### config.mk
export PLATFORM = sky130hd
export DESIGN_NAME = imem_loader
export DESIGN_NICKNAME = d
export VERILOG_FILES = /design/src/rtl/imem_loader.sv
export SDC_FILE = /design/constraint.sdc
export NUM_CORES = 1
export LEC_CHECK = 0
export CELL_PAD_IN_SITES_DETAIL_PLACEMENT = 1
export CELL_PAD_IN_SITES_GLOBAL_PLACEMENT = 1
export CORE_ASPECT_RATIO = 1.5
export CORE_MARGIN = 3
export CORE_UTILIZATION = 51
export CTS_CLUSTER_SIZE = 12
export DETAILED_ROUTE_END_ITERATION = 12
export DONT_BUFFER_PORTS = 1
export PLACE_DENSITY = 0.93
export SYNTH_ARGS = -nofsm -noshare
export SYNTH_HDL_FRONTEND = slang
export SYNTH_SLANG_ARGS = --single-unit
### constraint.sdc
create_clock -name clk -period 5 [get_ports clk]
set_input_delay 1 -clock clk [delete_from_list [all_inputs] [get_ports clk]]
set_output_delay 1 -clock clk [all_outputs]
set_load 0.005 [all_outputs]
### src/rtl/imem_loader.sv
// imem_loader: accepts a framed byte stream (SYNC, LEN, 4*LEN data bytes, CSUM)
// and writes the data bytes big-endian into the instruction store. The CPU is
// held while a frame is in flight and after any failed frame.
module imem_loader #(
    parameter int         MEM_BYTES = 100,
    parameter logic [7:0] SYNC_BYTE = 8'hA5,
    parameter int         TIMEOUT   = 1000
) (
    input  logic        clk,
    input  logic        reset,
    input  logic        in_valid,
    input  logic [7:0]  in_data,
    output logic        in_ready,
    output logic        mem_we,
    output logic [31:0] mem_addr,
    output logic [7:0]  mem_wdata,
    output logic        cpu_hold,
    output logic        load_done,
    output logic        load_err,
    output logic [7:0]  words_loaded
);

    localparam int MAX_WORDS = MEM_BYTES / 4;
    localparam int IDX_W     = $clog2(MEM_BYTES);
    localparam int TO_W      = $clog2(TIMEOUT + 1);

    typedef enum logic [2:0] {
        S_IDLE,
        S_LEN,
        S_DATA,
        S_CSUM,
        S_DONE,
        S_ERR
    } state_t;

    state_t            state, state_nx;
    logic [IDX_W-1:0]  byte_idx, byte_idx_nx;
    logic [IDX_W-1:0]  last_idx, last_idx_nx;
    logic [7:0]        checksum, checksum_nx;
    logic [7:0]        csum_total;
    logic [TO_W-1:0]   tcnt, tcnt_nx;
    logic              mem_we_nx;
    logic [31:0]       mem_addr_nx;
    logic [7:0]        mem_wdata_nx;
    logic              cpu_hold_nx;
    logic              load_done_nx;
    logic              load_err_nx;
    logic [7:0]        words_nx;
    logic              accept;
    logic              in_frame;

    assign accept   = in_valid & in_ready;
    assign in_frame = (state == S_LEN) || (state == S_DATA) || (state == S_CSUM);

    // Next-state and next-output logic: frame parsing, checksum, inter-byte timeout.
    always_comb begin
        state_nx     = state;
        byte_idx_nx  = byte_idx;
        last_idx_nx  = last_idx;
        checksum_nx  = checksum;
        tcnt_nx      = tcnt;
        mem_we_nx    = 1'b0;
        mem_addr_nx  = mem_addr;
        mem_wdata_nx = mem_wdata;
        cpu_hold_nx  = cpu_hold;
        load_done_nx = load_done;
        load_err_nx  = load_err;
        words_nx     = words_loaded;
        csum_total   = checksum + in_data;

        if (in_frame) begin
            if (accept) begin
                tcnt_nx = '0;
            end else if (tcnt == TO_W'(TIMEOUT - 1)) begin
                tcnt_nx     = '0;
                state_nx    = S_ERR;
                load_err_nx = 1'b1;
            end else begin
                tcnt_nx = tcnt + 1'b1;
            end
        end else begin
            tcnt_nx = '0;
        end

        case (state)
            S_IDLE, S_DONE, S_ERR: begin
                if (accept && (in_data == SYNC_BYTE)) begin
                    state_nx     = S_LEN;
                    load_done_nx = 1'b0;
                    load_err_nx  = 1'b0;
                    cpu_hold_nx  = 1'b1;
                    checksum_nx  = 8'd0;
                    words_nx     = 8'd0;
                end
            end
            S_LEN: begin
                if (accept) begin
                    if ((in_data == 8'd0) || (in_data > 8'(MAX_WORDS))) begin
                        state_nx    = S_ERR;
                        load_err_nx = 1'b1;
                    end else begin
                        state_nx    = S_DATA;
                        byte_idx_nx = '0;
                        last_idx_nx = IDX_W'({in_data, 2'b00} - 10'd1);
                    end
                end
            end
            S_DATA: begin
                if (accept) begin
                    mem_we_nx    = 1'b1;
                    mem_addr_nx  = 32'(byte_idx);
                    mem_wdata_nx = in_data;
                    checksum_nx  = checksum + in_data;
                    if (byte_idx[1:0] == 2'b11) begin
                        words_nx = words_loaded + 8'd1;
                    end
                    if (byte_idx == last_idx) begin
                        state_nx = S_CSUM;
                    end else begin
                        byte_idx_nx = byte_idx + 1'b1;
                    end
                end
            end
            S_CSUM: begin
                if (accept) begin
                    if (csum_total == 8'd0) begin
                        state_nx     = S_DONE;
                        load_done_nx = 1'b1;
                        cpu_hold_nx  = 1'b0;
                    end else begin
                        state_nx    = S_ERR;
                        load_err_nx = 1'b1;
                    end
                end
            end
            default: begin
                state_nx = S_IDLE;
            end
        endcase
    end

    // State register; a low reset aborts any frame in progress.
    always_ff @(posedge clk) begin
        if (!reset) begin
            state <= S_IDLE;
        end else begin
            state <= state_nx;
        end
    end

    // Datapath and output registers; writes leave one cycle after their byte.
    always_ff @(posedge clk) begin
        if (!reset) begin
            in_ready     <= 1'b0;
            byte_idx     <= '0;
            last_idx     <= '0;
            checksum     <= 8'd0;
            tcnt         <= '0;
            mem_we       <= 1'b0;
            mem_addr     <= 32'd0;
            mem_wdata    <= 8'd0;
            cpu_hold     <= 1'b0;
            load_done    <= 1'b0;
            load_err     <= 1'b0;
            words_loaded <= 8'd0;
        end else begin
            in_ready     <= 1'b1;
            byte_idx     <= byte_idx_nx;
            last_idx     <= last_idx_nx;
            checksum     <= checksum_nx;
            tcnt         <= tcnt_nx;
            mem_we       <= mem_we_nx;
            mem_addr     <= mem_addr_nx;
            mem_wdata    <= mem_wdata_nx;
            cpu_hold     <= cpu_hold_nx;
            load_done    <= load_done_nx;
            load_err     <= load_err_nx;
            words_loaded <= words_nx;
        end
    end

endmodule

# After elaboration in Yosys (flattened, before gate mapping)
# Cells that the tools add are included.
[op_classes]
bitwise = 4
addsub = 5
order_cmp = 1
n_eq_ne = 17
mux = 41
n_reduce_logical = 19
[ops]
columns = ["op", "count"]
rows = [
  ["two-way mux 8 bit", 4],
  ["one-hot mux 8 bit (2 select lines)", 2],
  ["two-way mux 7 bit", 4],
  ["two-way mux 3 bit", 9],
  ["two-way mux 1 bit", 17],
  ["zero test 8 bit", 2],
  ["one-hot mux 7 bit (2 select lines)", 1],
  ["inequality test 2 bit (second input constant)", 6],
  ["one-hot mux 3 bit (4 select lines)", 1],
  ["adder 10 x 1 -> 10 bit (second input constant)", 1],
  ["equality test 10 bit (second input constant)", 1],
  ["adder 8 x 1 -> 8 bit (second input constant)", 1],
  ["adder 8 bit", 1],
  ["equality test 8 bit (second input constant)", 1],
  ["> comparator 8 x 5 -> 1 bit (second input constant)", 1],
  ["AND reduction 4 bit", 2],
  ["adder 7 x 1 -> 7 bit (second input constant)", 1],
  ["equality test 7 bit", 1],
  ["subtractor 7 x 1 -> 7 bit (second input constant)", 1],
  ["equality test 3 x 2 -> 1 bit (second input constant)", 2],
  ["equality test 3 bit (second input constant)", 2],
  ["AND reduction 3 bit", 2],
  ["nonzero test 2 bit", 3],
  ["AND reduction 5 bit", 1],
  ["other kinds (13)", 20],
]
[word_totals]
output_inout_bits = 53
in_bits = 11
word_cells = 100
register_bits = 63

# Logic depth before layout (Yosys ltp)
[depth]
word_depth = 7
ltp_mapped = 9
depth_no_buf = 8

# Worst setup path before layout
# No wires, ideal clock.
[synth_timing]
path_kind = "input to register"
startpoint = "input in_data[0]"
endpoint = "register load_done"
path_stages = 8
path_slack_ps = 2195
t_required_ps = 4940
n_path_buf = 0
t_arrival_ps = 2746
cell_sequence = "ha_1 > fa_1 > a211oi_1 > o21bai_1 > a21oi_1 > xnor2_1 > nor4_1 > a22o_1"
[synth_between]
elab_chain_len = 4
[synth_lines]
columns = ["item", "line_no", "source"]
rows = [
  ["from (decl)", "12", "input logic [7:0] in_data,"],
  ["adder 8 bit or equality test 8 bit (tied branches)", "69, 87", ""],
  ["zero test 8 bit or logical AND 1 bit (tied branches)", "126, 87", ""],
  ["inequality test 2 x 1 -> 1 bit (no source line) or inequality test 2 bit (tied branches)", "n/a", ""],
  ["AND reduction 4 bit (no source line) (*)", "n/a", ""],
  ["to (signal assigned)", "176", "load_done <= load_done_nx;"],
  ["to (decl)", "18", "output logic load_done,"],
]
# Mark *: on every way between the ends. The rest lies on a longest branch, timed or not.
# A chain may end at the register's enable or synchronous reset.

# Worst setup path after layout
# Ends and elaborated chain as after synthesis.

==> key figures <==
Drt
  • Drt via density: between 5 and 6
  • Total iterations of the first detailed-routing run: 4
  • Iter 0 DRT Violations: 97
  • Vias: 2,813
  • Post-route ant nets: 0
  • Per-cell routed wire length: 17.2 um
  • Post-Route WL: between 8 and 9 mm
  • DR DRC count: 0

Synth
  • Seq/Total Area, Yosys: 36.2%
  • Yosys warns: 0
  • Cell variety after synth: 57
  • Top FF cell, synth: dfxtp_1
  • Async S/R FF share, synth: 0%
  • Synth Instances: approximately 410
  • Mapped cell area: 3430 um^2
  • Seq cells post-synth: between 60 and 70
  • EDFF count, synth: 0
  • Syn Area/Cell: roughly 8.4 um^2

Worst setup path
  • Crit path kind: primary input to register
  • Crit path max fanout: 6
  • Reg-to-reg slack, setup: ~2.4 ns
  • Startpoint Class: primary input
  • Worst r2r src: state[1]$_SDFF_PN0_
  • Arrival time worst endpoint: 3.12 ns
  • Worst R2R Path Depth: 5
  • Setup crit end kind: register
  • R2r endpoint: checksum[7]$_SDFFE_PN0P_
  • WP data required: roughly 5.3 ns

CTS
  • CTS Root Cell: clkbuf_8
  • H-tree levels: 3
  • CTS Sinks: 62
  • Postcts setup bufs: 0
  • Clk slew on worst S/H paths: roughly 0.060 ns
  • CTS Buf Count: 9
  • Post-CTS Hold Buffers: 0
  • Post-CTS sizing: 0
  • Latest clock arrival within the worst-skew pair: 0.36 ns
  • Longest Clk Path Bufs: 2
  • CTS tree: done

Placed design
  • Port buffer count: 0
  • Final GP Congestion: a little under 0.9
  • Post-DP HPWL: about 5.9 mm

Floorplan
  • Std-Cell Rows: 36
  • Effective utilization at floorplan: 52.5%
  • Core area: about 6500 um^2
  • I/O pin total: 64
  • Die area: 7770 um^2
  • Die extent in x: 73.0 um
  • Die Span Y: approximately 110 um

Layout
  • Post-layout net count: 431
  • Ant diodes: 0
  • Share of cells above drive strength 1: 7.79%
  • Area Growth Syn to Fin: 4.23%

Global route
  • Largest net degree at the start of global routing: between 40 and 50
  • GRT Total Usage: between 20% and 30%
  • Grt ovf: 0
  • Initial antenna violation count: 0
  • First-pass GRT wire length: around 14 mm
  • Vias in the first global route: 2,926

STA
  • Final critical-path share of the clock period: 56.5%
  • Worst-Margin Slew: between 0.8 and 0.9 ns
  • Slew headroom: 42.7%
  • Setup TNS: 0 ns
  • RSZ-0062 raised after global routing: false
  • FMAX: ~350 MHz
  • Max Slew Vio Count: 0
  • Clock period minus worst slack: 2.82 ns
  • # setup viols final: 0
  • Clock Skews: roughly 0.0076 ns
  • Fin. Hold Viols: 0

Flow run
  • Max cap viols: 0

Min path
  • Worst hold stages: 1
  • Critical hold path startpoint: tcnt[0]$_SDFF_PP0_
  • Hold crit path type: register to register
  • Worst Hold End: tcnt[0]$_SDFF_PP0_

Run status
  • Status: complete, no violations

Pwr
  • Power Density: between 200 and 300 nW/um^2
  • Leak: 1.24 nW
  • Peak supply drop: 0.000177 V
  • Tot Pwr: around 1.0 mW
## worst max-delay path by stage
stage	cells after the start	from	to
2_1_floorplan	8	in_data[0]	load_done$_SDFFE_PN0P_
3_3_place_gp	8	in_data[0]	load_err$_SDFF_PN0_
3_5_place_dp	8	in_data[0]	load_done$_SDFFE_PN0P_
4_1_cts	8	in_data[0]	load_done$_SDFFE_PN0P_
5_1_grt	8	in_data[0]	load_err$_SDFF_PN0_
6_report	8	in_data[0]	load_done$_SDFFE_PN0P_
## worst max-delay path, cell delays in order
cell      delay, ns
ha_1           0.22
fa_1           0.41
a211oi_1       0.39
nor2_1         0.12
xnor2_1        0.23
nand4_1        0.21
nor4_1         0.36
a22o_1         0.18
## cell families after synthesis
kind of cell,after synthesis,synth area share [%]
buffers and inverters,51,8.86
other,1,0.109
muxes,2,0.583
AOI/OAI and AO/OA,84,17.2
adders and majority gates,14,5.32
xor gates and xnor gates,27,6.89
DFF,62,36.2
and+or+nand+nor,170,24.8
## cell usage in the layout, fill, tap and decap left out, types with 2 or more instances in the layout
cell type   n
a21boi_0   21
o21ai_0    19
nand2_1    64
a31o_2      2
nand2b_1    2
xor2_1      7
a21oi_1    18
a211oi_1    2
a22oi_1     3
mux2i_1     2
clkinv_2    2
dfxtp_1    62
nor2_1     29
conb_1     25
a21o_1      2
nand3_1    20
nor4b_1     3
clkbuf_8   13
nor2b_1     3
xnor2_1    20
or3_1       5
and2_1     11
o21bai_1    3
ha_1       13
nor3_1      7
nand3b_1    2
inv_1      10
nor4_1      4
o22ai_1     2
nand4_1     5
a211oi_2    2
and3_1      4
## layer usage
metal	vias to the layer above	GRT usage [%]	wire [um]	share of wire [%]
li1	1358	-	-	-
met1	1355	25.3	3300	39
met2	80	39.3	4370	52
met3	20	6.62	505	6.0
met4	0	10.9	212	2.5
met5	-	0	0	0
## area by class of cell
class | instances | area (um^2)
fill | 795 | 2950
multi-input combinational | 322 | 1980
sequential | 62 | 1240
clock buffer | 13 | 179
tap | 76 | 95.1
clock inverter | 3 | 40.0
inverter | 10 | 37.5
timing repair buffer | 1 | 7.51
## sequential cells by signal (all words and copies together), names as in the netlist, 3 cells and up
register and flops:
byte_idx 7, checksum 8, last_idx 6, tcnt 10, words_loaded 8, mem_wdata 8
mem_addr 7, state 3
## synthesized netlist by cell type, types with 2 or more instances
master	count	area, um^2
a211oi_1	2	15.0
a211oi_2	2	25.0
a21boi_0	21	158
a21o_1	2	15.0
a21oi_1	18	90.1
a22oi_1	3	22.5
a31o_2	2	17.5
and2_1	11	68.8
and3_1	4	25.0
buf_2	3	15.0
buf_4	25	188
buf_6	2	22.5
clkbuf_1	10	37.5
dfxtp_1	62	1240
ha_1	13	163
inv_1	10	37.5
mux2i_1	2	20.0
nand2_1	64	240
nand2b_1	2	12.5
nand3_1	20	100
nand3b_1	2	15.0
nand4_1	5	31.3
nor2_1	29	109
nor2b_1	3	18.8
nor3_1	7	35.0
nor4_1	4	25.0
nor4b_1	3	26.3
o21ai_0	19	95.1
o21bai_1	3	22.5
o22ai_1	2	12.5
or3_1	5	31.3
xnor2_1	20	175
xor2_1	7	61.3
## metrics by stage
step                      util (%)  hold slack [ns]  area [um^2]  cells  setup slack [ns]
after global placement        51.4            0.437         3360    471              2.02
final                         54.8            0.465         3580    487              2.18
after detailed placement      51.4            0.460         3360    471              1.91
after global routing          54.8            0.490         3580    487              2.04
after floorplan                  -            0.426         3520    435              2.19
after CTS                     54.8            0.475         3580    487              2.21
## where the power goes
part	internal, mW	leakage, nW	switching, mW
sequential	0.494	0.499	0.000419
combinational	0.0135	0.629	0.0231
clock	0.283	0.115	0.194
total	0.791	1.24	0.218
Note: power is estimated with default switching activity, not from simulation.
